[src/rtl/alu_sequencer_pkg.sv]
// Shared types and constants for the ALU issue sequencer: ALU op codes, opcodes,
// FSM states and the decoded-control bundle.
package alu_sequencer_pkg;

  localparam int DATA_BUS_WIDTH = 16;

  localparam logic [2:0] ALU_OP_NOP = 3'd0;
  localparam logic [2:0] ALU_OP_ADD = 3'd1;
  localparam logic [2:0] ALU_OP_SUB = 3'd2;

  localparam logic [3:0] OPC_ADD  = 4'd0;
  localparam logic [3:0] OPC_SUB  = 4'd1;
  localparam logic [3:0] OPC_CMP  = 4'd2;
  localparam logic [3:0] OPC_ADDI = 4'd3;
  localparam logic [3:0] OPC_MOV  = 4'd4;

  typedef enum logic [1:0] {
    ST_IDLE = 2'd0,
    ST_READ = 2'd1,
    ST_EXEC = 2'd2,
    ST_WB   = 2'd3
  } state_e;

  // Source of the second ALU operand.
  typedef enum logic [1:0] {
    B_SEL_RF   = 2'd0,
    B_SEL_IMM  = 2'd1,
    B_SEL_ZERO = 2'd2
  } b_sel_e;

  typedef struct packed {
    logic [2:0] alu_op;
    logic       writes_rd;
    b_sel_e     b_sel;
    logic       illegal;
  } dec_t;

endpackage

[src/rtl/alu_sequencer_if.sv]
// Bus bundle between the sequencer and its environment: instruction handshake,
// register-file read/write ports and the ALU operand/result port.
interface alu_sequencer_if
  import alu_sequencer_pkg::*;
#(
  parameter int REG_ADDR_W = 4,
  parameter int INSTR_W    = 16
);

  logic                      instr_valid;
  logic                      instr_ready;
  logic [INSTR_W-1:0]        instr;

  logic [REG_ADDR_W-1:0]     rf_ra_addr;
  logic [REG_ADDR_W-1:0]     rf_rb_addr;
  logic [DATA_BUS_WIDTH-1:0] rf_ra_data;
  logic [DATA_BUS_WIDTH-1:0] rf_rb_data;
  logic                      rf_we;
  logic [REG_ADDR_W-1:0]     rf_wa;
  logic [DATA_BUS_WIDTH-1:0] rf_wd;

  logic [DATA_BUS_WIDTH-1:0] Alu_A;
  logic [DATA_BUS_WIDTH-1:0] Alu_B;
  logic [2:0]                Alu_Op;
  logic [DATA_BUS_WIDTH-1:0] Alu_Result;
  logic                      Alu_Z;

  modport master (
    input  instr_valid, instr, rf_ra_data, rf_rb_data, Alu_Result, Alu_Z,
    output instr_ready, rf_ra_addr, rf_rb_addr, rf_we, rf_wa, rf_wd,
           Alu_A, Alu_B, Alu_Op
  );

  modport slave (
    output instr_valid, instr, rf_ra_data, rf_rb_data, Alu_Result, Alu_Z,
    input  instr_ready, rf_ra_addr, rf_rb_addr, rf_we, rf_wa, rf_wd,
           Alu_A, Alu_B, Alu_Op
  );

endinterface

[src/rtl/alu_sequencer_decode.sv]
// Combinational opcode decoder. Define ALU_SEQ_CMP_EN to make opcode 2 (CMP) a
// flag-only SUB; otherwise it decodes as illegal.
module alu_seq_decode
  import alu_sequencer_pkg::*;
(
  input  logic [3:0] opc_i,
  output dec_t       dec_o
);

  always_comb begin
    // NOTE: every output gets a default first so no path through the case infers a latch.
    dec_o = '{alu_op: ALU_OP_NOP, writes_rd: 1'b0, b_sel: B_SEL_RF, illegal: 1'b1};
    case (opc_i)
      OPC_ADD:  dec_o = '{alu_op: ALU_OP_ADD, writes_rd: 1'b1, b_sel: B_SEL_RF,   illegal: 1'b0};
      OPC_SUB:  dec_o = '{alu_op: ALU_OP_SUB, writes_rd: 1'b1, b_sel: B_SEL_RF,   illegal: 1'b0};
`ifdef ALU_SEQ_CMP_EN
      OPC_CMP:  dec_o = '{alu_op: ALU_OP_SUB, writes_rd: 1'b0, b_sel: B_SEL_RF,   illegal: 1'b0};
`endif
      OPC_ADDI: dec_o = '{alu_op: ALU_OP_ADD, writes_rd: 1'b1, b_sel: B_SEL_IMM,  illegal: 1'b0};
      OPC_MOV:  dec_o = '{alu_op: ALU_OP_ADD, writes_rd: 1'b1, b_sel: B_SEL_ZERO, illegal: 1'b0};
      default:  ;
    endcase
  end

endmodule

[src/rtl/alu_sequencer.sv]
// Non-pipelined ALU issue sequencer: IDLE->READ->EXEC->WB, one instruction per
// four cycles. Optional CMP support is enabled by defining ALU_SEQ_CMP_EN.
module alu_sequencer
  import alu_sequencer_pkg::*;
#(
  parameter int REG_ADDR_W = 4,
  parameter int INSTR_W    = 16
)(
  input  logic             clk,
  input  logic             reset,
  alu_sequencer_if.master  bus,
  output logic             z_flag,
  output logic             done,
  output logic             illegal
);

  state_e                    state_q, state_d;
  logic [3:0]                opc_q, opc_d;
  logic [REG_ADDR_W-1:0]     rd_q, rd_d;
  logic [REG_ADDR_W-1:0]     ra_addr_q, ra_addr_d;
  logic [REG_ADDR_W-1:0]     rb_addr_q, rb_addr_d;
  logic [DATA_BUS_WIDTH-1:0] op_a_q, op_a_d;
  logic [DATA_BUS_WIDTH-1:0] op_b_q, op_b_d;
  logic [DATA_BUS_WIDTH-1:0] res_q, res_d;
  logic                      z_cap_q, z_cap_d;
  logic                      z_flag_q, z_flag_d;

  logic                      accept;
  dec_t                      dec;

  logic [3:0]                instr_opc;
  logic [REG_ADDR_W-1:0]     instr_rd, instr_rs, instr_rt;

  assign instr_opc = bus.instr[INSTR_W-1 -: 4];
  assign instr_rd  = bus.instr[3*REG_ADDR_W-1 -: REG_ADDR_W];
  assign instr_rs  = bus.instr[2*REG_ADDR_W-1 -: REG_ADDR_W];
  assign instr_rt  = bus.instr[REG_ADDR_W-1:0];

  assign accept = (state_q == ST_IDLE) && bus.instr_valid;

  alu_seq_decode u_decode (
    .opc_i (opc_q),
    .dec_o (dec)
  );

  always_comb begin
    state_d   = state_q;
    opc_d     = opc_q;
    rd_d      = rd_q;
    ra_addr_d = ra_addr_q;
    rb_addr_d = rb_addr_q;
    op_a_d    = op_a_q;
    op_b_d    = op_b_q;
    res_d     = res_q;
    z_cap_d   = z_cap_q;
    z_flag_d  = z_flag_q;

    unique case (state_q)
      ST_IDLE: begin
        if (bus.instr_valid) begin
          opc_d     = instr_opc;
          rd_d      = instr_rd;
          ra_addr_d = instr_rs;
          rb_addr_d = instr_rt;
          state_d   = ST_READ;
        end
      end
      ST_READ: begin
        op_a_d = bus.rf_ra_data;
        unique case (dec.b_sel)
          B_SEL_IMM:  op_b_d = {{(DATA_BUS_WIDTH-REG_ADDR_W){1'b0}}, rb_addr_q};
          B_SEL_ZERO: op_b_d = '0;
          default:    op_b_d = bus.rf_rb_data;
        endcase
        state_d = ST_EXEC;
      end
      ST_EXEC: begin
        res_d   = bus.Alu_Result;
        z_cap_d = bus.Alu_Z;
        state_d = ST_WB;
      end
      ST_WB: begin
        // Z comes straight from the ALU; it is never rederived from the result.
        if (!dec.illegal) z_flag_d = z_cap_q;
        state_d = ST_IDLE;
      end
      default: state_d = ST_IDLE;
    endcase
  end

  always_ff @(posedge clk) begin
    if (reset) begin
      // NOTE: datapath registers are reset as well because they are visible on the bus.
      state_q   <= ST_IDLE;
      opc_q     <= '0;
      rd_q      <= '0;
      ra_addr_q <= '0;
      rb_addr_q <= '0;
      op_a_q    <= '0;
      op_b_q    <= '0;
      res_q     <= '0;
      z_cap_q   <= 1'b0;
      z_flag_q  <= 1'b0;
    end else begin
      // NOTE: non-blocking assignments so every register samples pre-edge values.
      state_q   <= state_d;
      opc_q     <= opc_d;
      rd_q      <= rd_d;
      ra_addr_q <= ra_addr_d;
      rb_addr_q <= rb_addr_d;
      op_a_q    <= op_a_d;
      op_b_q    <= op_b_d;
      res_q     <= res_d;
      z_cap_q   <= z_cap_d;
      z_flag_q  <= z_flag_d;
    end
  end

  // Register file reads are synchronous, so the address goes out in the accept cycle.
  assign bus.rf_ra_addr  = accept ? instr_rs : ra_addr_q;
  assign bus.rf_rb_addr  = accept ? instr_rt : rb_addr_q;

  assign bus.instr_ready = (state_q == ST_IDLE);
  assign bus.Alu_A       = op_a_q;
  assign bus.Alu_B       = op_b_q;
  assign bus.Alu_Op      = (state_q == ST_EXEC) ? dec.alu_op : ALU_OP_NOP;

  // Retire strobes are masked by reset so an abandoned instruction never commits.
  assign bus.rf_we = (state_q == ST_WB) && dec.writes_rd && !reset;
  assign bus.rf_wa = rd_q;
  assign bus.rf_wd = res_q;
  assign done      = (state_q == ST_WB) && !reset;
  assign illegal   = (state_q == ST_WB) && dec.illegal && !reset;
  assign z_flag    = z_flag_q;

endmodule
[src/flat_wrapper.sv]
// flat-port wrapper written by rule: the top's interface ports become plain ports
module alu_sequencer_flat import alu_sequencer_pkg::*;
#(
  parameter int REG_ADDR_W = 4,
  parameter int INSTR_W    = 16
)
  (clk, reset, z_flag, done, illegal, bus_instr_valid, bus_instr, bus_rf_ra_data, bus_rf_rb_data, bus_Alu_Result, bus_Alu_Z, bus_instr_ready, bus_rf_ra_addr, bus_rf_rb_addr, bus_rf_we, bus_rf_wa, bus_rf_wd, bus_Alu_A, bus_Alu_B, bus_Alu_Op);
  alu_sequencer_if #(.REG_ADDR_W(REG_ADDR_W), .INSTR_W(INSTR_W)) bus_i ();
  input  logic clk;
  input  logic reset;
  output logic z_flag;
  output logic done;
  output logic illegal;
  input wire logic [$bits(bus_i.instr_valid)-1:0] bus_instr_valid;
  input wire logic [$bits(bus_i.instr)-1:0] bus_instr;
  input wire logic [$bits(bus_i.rf_ra_data)-1:0] bus_rf_ra_data;
  input wire logic [$bits(bus_i.rf_rb_data)-1:0] bus_rf_rb_data;
  input wire logic [$bits(bus_i.Alu_Result)-1:0] bus_Alu_Result;
  input wire logic [$bits(bus_i.Alu_Z)-1:0] bus_Alu_Z;
  output wire logic [$bits(bus_i.instr_ready)-1:0] bus_instr_ready;
  output wire logic [$bits(bus_i.rf_ra_addr)-1:0] bus_rf_ra_addr;
  output wire logic [$bits(bus_i.rf_rb_addr)-1:0] bus_rf_rb_addr;
  output wire logic [$bits(bus_i.rf_we)-1:0] bus_rf_we;
  output wire logic [$bits(bus_i.rf_wa)-1:0] bus_rf_wa;
  output wire logic [$bits(bus_i.rf_wd)-1:0] bus_rf_wd;
  output wire logic [$bits(bus_i.Alu_A)-1:0] bus_Alu_A;
  output wire logic [$bits(bus_i.Alu_B)-1:0] bus_Alu_B;
  output wire logic [$bits(bus_i.Alu_Op)-1:0] bus_Alu_Op;
  assign bus_i.instr_valid = bus_instr_valid;
  assign bus_i.instr = bus_instr;
  assign bus_i.rf_ra_data = bus_rf_ra_data;
  assign bus_i.rf_rb_data = bus_rf_rb_data;
  assign bus_i.Alu_Result = bus_Alu_Result;
  assign bus_i.Alu_Z = bus_Alu_Z;
  assign bus_instr_ready = bus_i.instr_ready;
  assign bus_rf_ra_addr = bus_i.rf_ra_addr;
  assign bus_rf_rb_addr = bus_i.rf_rb_addr;
  assign bus_rf_we = bus_i.rf_we;
  assign bus_rf_wa = bus_i.rf_wa;
  assign bus_rf_wd = bus_i.rf_wd;
  assign bus_Alu_A = bus_i.Alu_A;
  assign bus_Alu_B = bus_i.Alu_B;
  assign bus_Alu_Op = bus_i.Alu_Op;
  alu_sequencer #(.REG_ADDR_W(REG_ADDR_W), .INSTR_W(INSTR_W)) u_core (.clk(clk), .reset(reset), .bus(bus_i), .z_flag(z_flag), .done(done), .illegal(illegal));
endmodule
[config.mk]
export PLATFORM = sky130hd
export DESIGN_NAME = alu_sequencer_flat
export DESIGN_NICKNAME = d
export VERILOG_FILES = /design/src/rtl/alu_sequencer_pkg.sv /design/src/rtl/alu_sequencer_if.sv /design/src/rtl/alu_sequencer_decode.sv /design/src/rtl/alu_sequencer.sv /design/src/flat_wrapper.sv
export SDC_FILE = /design/constraint.sdc
export NUM_CORES = 1
export LEC_CHECK = 0
export ABC_AREA = 0
export CORE_ASPECT_RATIO = 1.25
export CORE_MARGIN = 2
export CORE_UTILIZATION = 40
export DETAILED_ROUTE_END_ITERATION = 8
export MAX_ROUTING_LAYER = met4
export PLACE_DENSITY = 0.8
export SLEW_MARGIN = 25
export SYNTH_ARGS = -nofsm -noshare
export SYNTH_HDL_FRONTEND = slang
export SYNTH_SLANG_ARGS = --single-unit
[constraint.sdc]
create_clock -name clk -period 2.6 [get_ports clk]
set_clock_uncertainty 0.15 [all_clocks]
set_input_delay 0.52 -clock clk [delete_from_list [all_inputs] [get_ports clk]]
set_output_delay 0.52 -clock clk [all_outputs]
set_load 0.03 [all_outputs]
==> metrics.cfg <==
[hold_path]
hold_path_class=reg -> reg
min_from=u_core.bus.rf_wa[2]

[worst_setup_path]
r2r_start=u_core.opc_q[3]
critPathLaunch=bus_instr_valid
critical_path_buf_inv_count=2
slowest_delay_ns=0.47
crit_path_max_fanout=9
end_kind=output port
crit_slowest_cell=clkdlybuf4s50_1
cp_data_required_time_ns=1.93
cp_cell_sequence=clkdlybuf4s50_1 > and2_4 > mux2_2 > clkdlybuf4s15_2
arrival_ns=1.87
start_kind=input pin
crit_type=in -> out
cpLargestDelayFamily=buffers and inverters

[logic_synthesis]
ys_ff_latch=68
synth_ff_type=dfxtp_1
synthDistinctLibCells=29
async_flop_share=0
synth_area_leaders=dfxtp_1, mux2i_1, nor2_1, a21oi_1, ha_1
syn_avg_cell_area_um2=9.71
syn_area_um2=2690
syn_nets=352
ys_seq_area_frac=0.506
yosysMostFrequentCell=dfxtp_1
synth_top_area_share=0.506
yosysTopAreaCell=dfxtp_1
synthCells=277
yosysWarnings=0
synth_edf_count=0
netlist_top_cells_count=dfxtp_1, nor2_1, mux2i_1

[global_routing]
antenna_found_initial=0
grt_pass1_wl_um=11600
met2_usage=0.346
overflow=0
grt_usage=0.208
grt_max_degree=37
grt_pass1_vias=2419
top_usage_layer=met2
use_met3=0.0331
grtUsageMet1=0.242

[sta]
drv_slew=0
period_needed_ns=2.54
setup_viol=0
fin_crit_sh=0.978
fin_hold_ws_ns=0.308
worst_slack_ns=0.0580
grt_setup_unrepaired=true
finalHoldViolations=0
max_freq_mhz=393

[final_layout]
n_antenna_cell=0
area.growth.synth_to_final_pct=59.7
nNetsFinal=489
design_area_um2=4300
final_layout_size_suffix_gt1_frac=0.129
layout.cells.non_filler=504

[floorplan]
die_y_um=95.7
initial_core_util=0.412
die_w_um=77.4
rows=33
core_um2=6520
num_io_pins=136
dieArea_um2=7400

[clock_network]
clkTransAtPathRegs_ns=0.06
h-tree-depth=3
clock-sinks=68
clockBufferDepth=2
cts_hold_buf=0
worstSkewPairLatency_ns=0.33
cts-buffers-inserted=9
root_buffer=clkbuf_8
cts_tree=done

[status]
outcome=complete, no violations

[placed_design]
dp.cells=489
dp_slack_ns=-0.269
dpl_cell_area_um2=4100
place_hpwl_um=5190
portBuffers=134
place_congestion=0.761

[run]
maxCapViolCount=0

[drt]
drc=0
num_vias=2370
drt_iter0_markers=69
ant_nets=0
dr.pass1.iters=4
wire_per_inst_um=14.3
drt-total-wl_um=7190
viasPerCell=4.70

[power_and_ir_drop]
leakagePower_nw=1.69
irDropWorstVdd_mv=0.590
p_per_area_nw_per_um2=945

[path summary, 6_finish.rpt]
kind                          end  slack (ns)  depth (start not counted)
max             bus_rf_ra_addr[0]        0.06                          4
min           u_core.bus.rf_wa[2]        0.31                          2
max reg2reg  u_core.bus.Alu_B[13]        0.51                          5
min reg2reg   u_core.bus.rf_wa[2]        0.31                          2
[placed cells by master (no fill, tap or decap), types with 2 or more instances in the layout]
master,n
clkbuf_8,10
and2_4,3
mux2_2,6
dfxtp_2,3
and2_1,9
a21oi_1,21
a311oi_1,4
clkbuf_2,2
ha_1,5
nor2b_1,13
clkdlybuf4s50_1,120
mux2i_1,34
nand3b_1,4
inv_1,4
clkinv_2,3
nand2_1,21
buf_4,12
nor2_1,53
nand2b_1,2
clkdlybuf4s15_2,6
dfxtp_1,65
mux2_4,2
[report_power, final]
part           total (W)  switching, W  leakage (nW)  internal (W)
clock           0.000720      0.000364        0.0848      0.000357
sequential       0.00139      0.000123         0.557       0.00127
combinational    0.00195       0.00107          1.05      0.000873
[sequential cells by signal, summed over array words and instances (netlist names)]
register	flops
u_core.bus.Alu_A	16
u_core.bus.Alu_B	16
u_core.bus.rf_wa	4
u_core.bus.rf_wd	16
u_core.opc_q	4
u_core.ra_addr_q	4
u_core.rb_addr_q	4
u_core.state_q	2
u_core.z_cap_q	1
u_core.z_flag	1
[routing by layer]
layer / vias to the layer above / wire length (um)
met5: - / 0
met4: 0 / 175
met3: 13 / 267
met2: 79 / 3690
met1: 1092 / 3070
li1: 1186 / -
[kinds of logic (layout without fill, tap and decap cells)]
logic type,count (synthesis),in the layout,share of synthesized area
buffers and inverters,21,161,0.0409
muxes,42,42,0.163
DFF,68,68,0.506
and+or+nand+nor,109,109,0.192
AOI/OAI and AO/OA,29,29,0.0647
other,1,1,0.00139
adders and majority gates,7,7,0.0326
[cell type report]
cell class,instances,area [um2]
Timing Repair Buffer,143,1410
Tap cell,87,109
Clock buffer,11,141
Multi-Input combinational cell,188,1240
Clock inverter,3,15.0
Inverter,4,15.0
Fill cell,573,2230
Sequential cell,68,1370
[per-stage QoR]
| stage | util | power [W] | TNS, ns |
|---|---|---|---|
| 5_1_grt | 0.658 | 0.00429 | -0.0561 |
| 4_1_cts | 0.658 | 0.00408 | 0 |
| 3_5_place_dp | 0.629 | 0.00335 | -2.01 |
| 3_3_place_gp | 0.629 | 0.00331 | -1.90 |
| 6_report | 0.658 | 0.00406 | 0 |
| 2_1_floorplan | - | 0.00264 | 0 |
[what timing repair did]
item,in CTS,in global routing
gates cloned,0,0
setup endpoints to repair,11,10
pin swaps,1,2
endpoints found under the hold margin,0,0
buffers inserted,0,1
gates resized for setup,27,6
[worst min-delay path, stage by stage, from the launching register on]
cell     delay (ns)
dfxtp_1        0.31
nand2_1        0.05
a21oi_1        0.05
No activity file was read; power rests on OpenSTA's default activity.
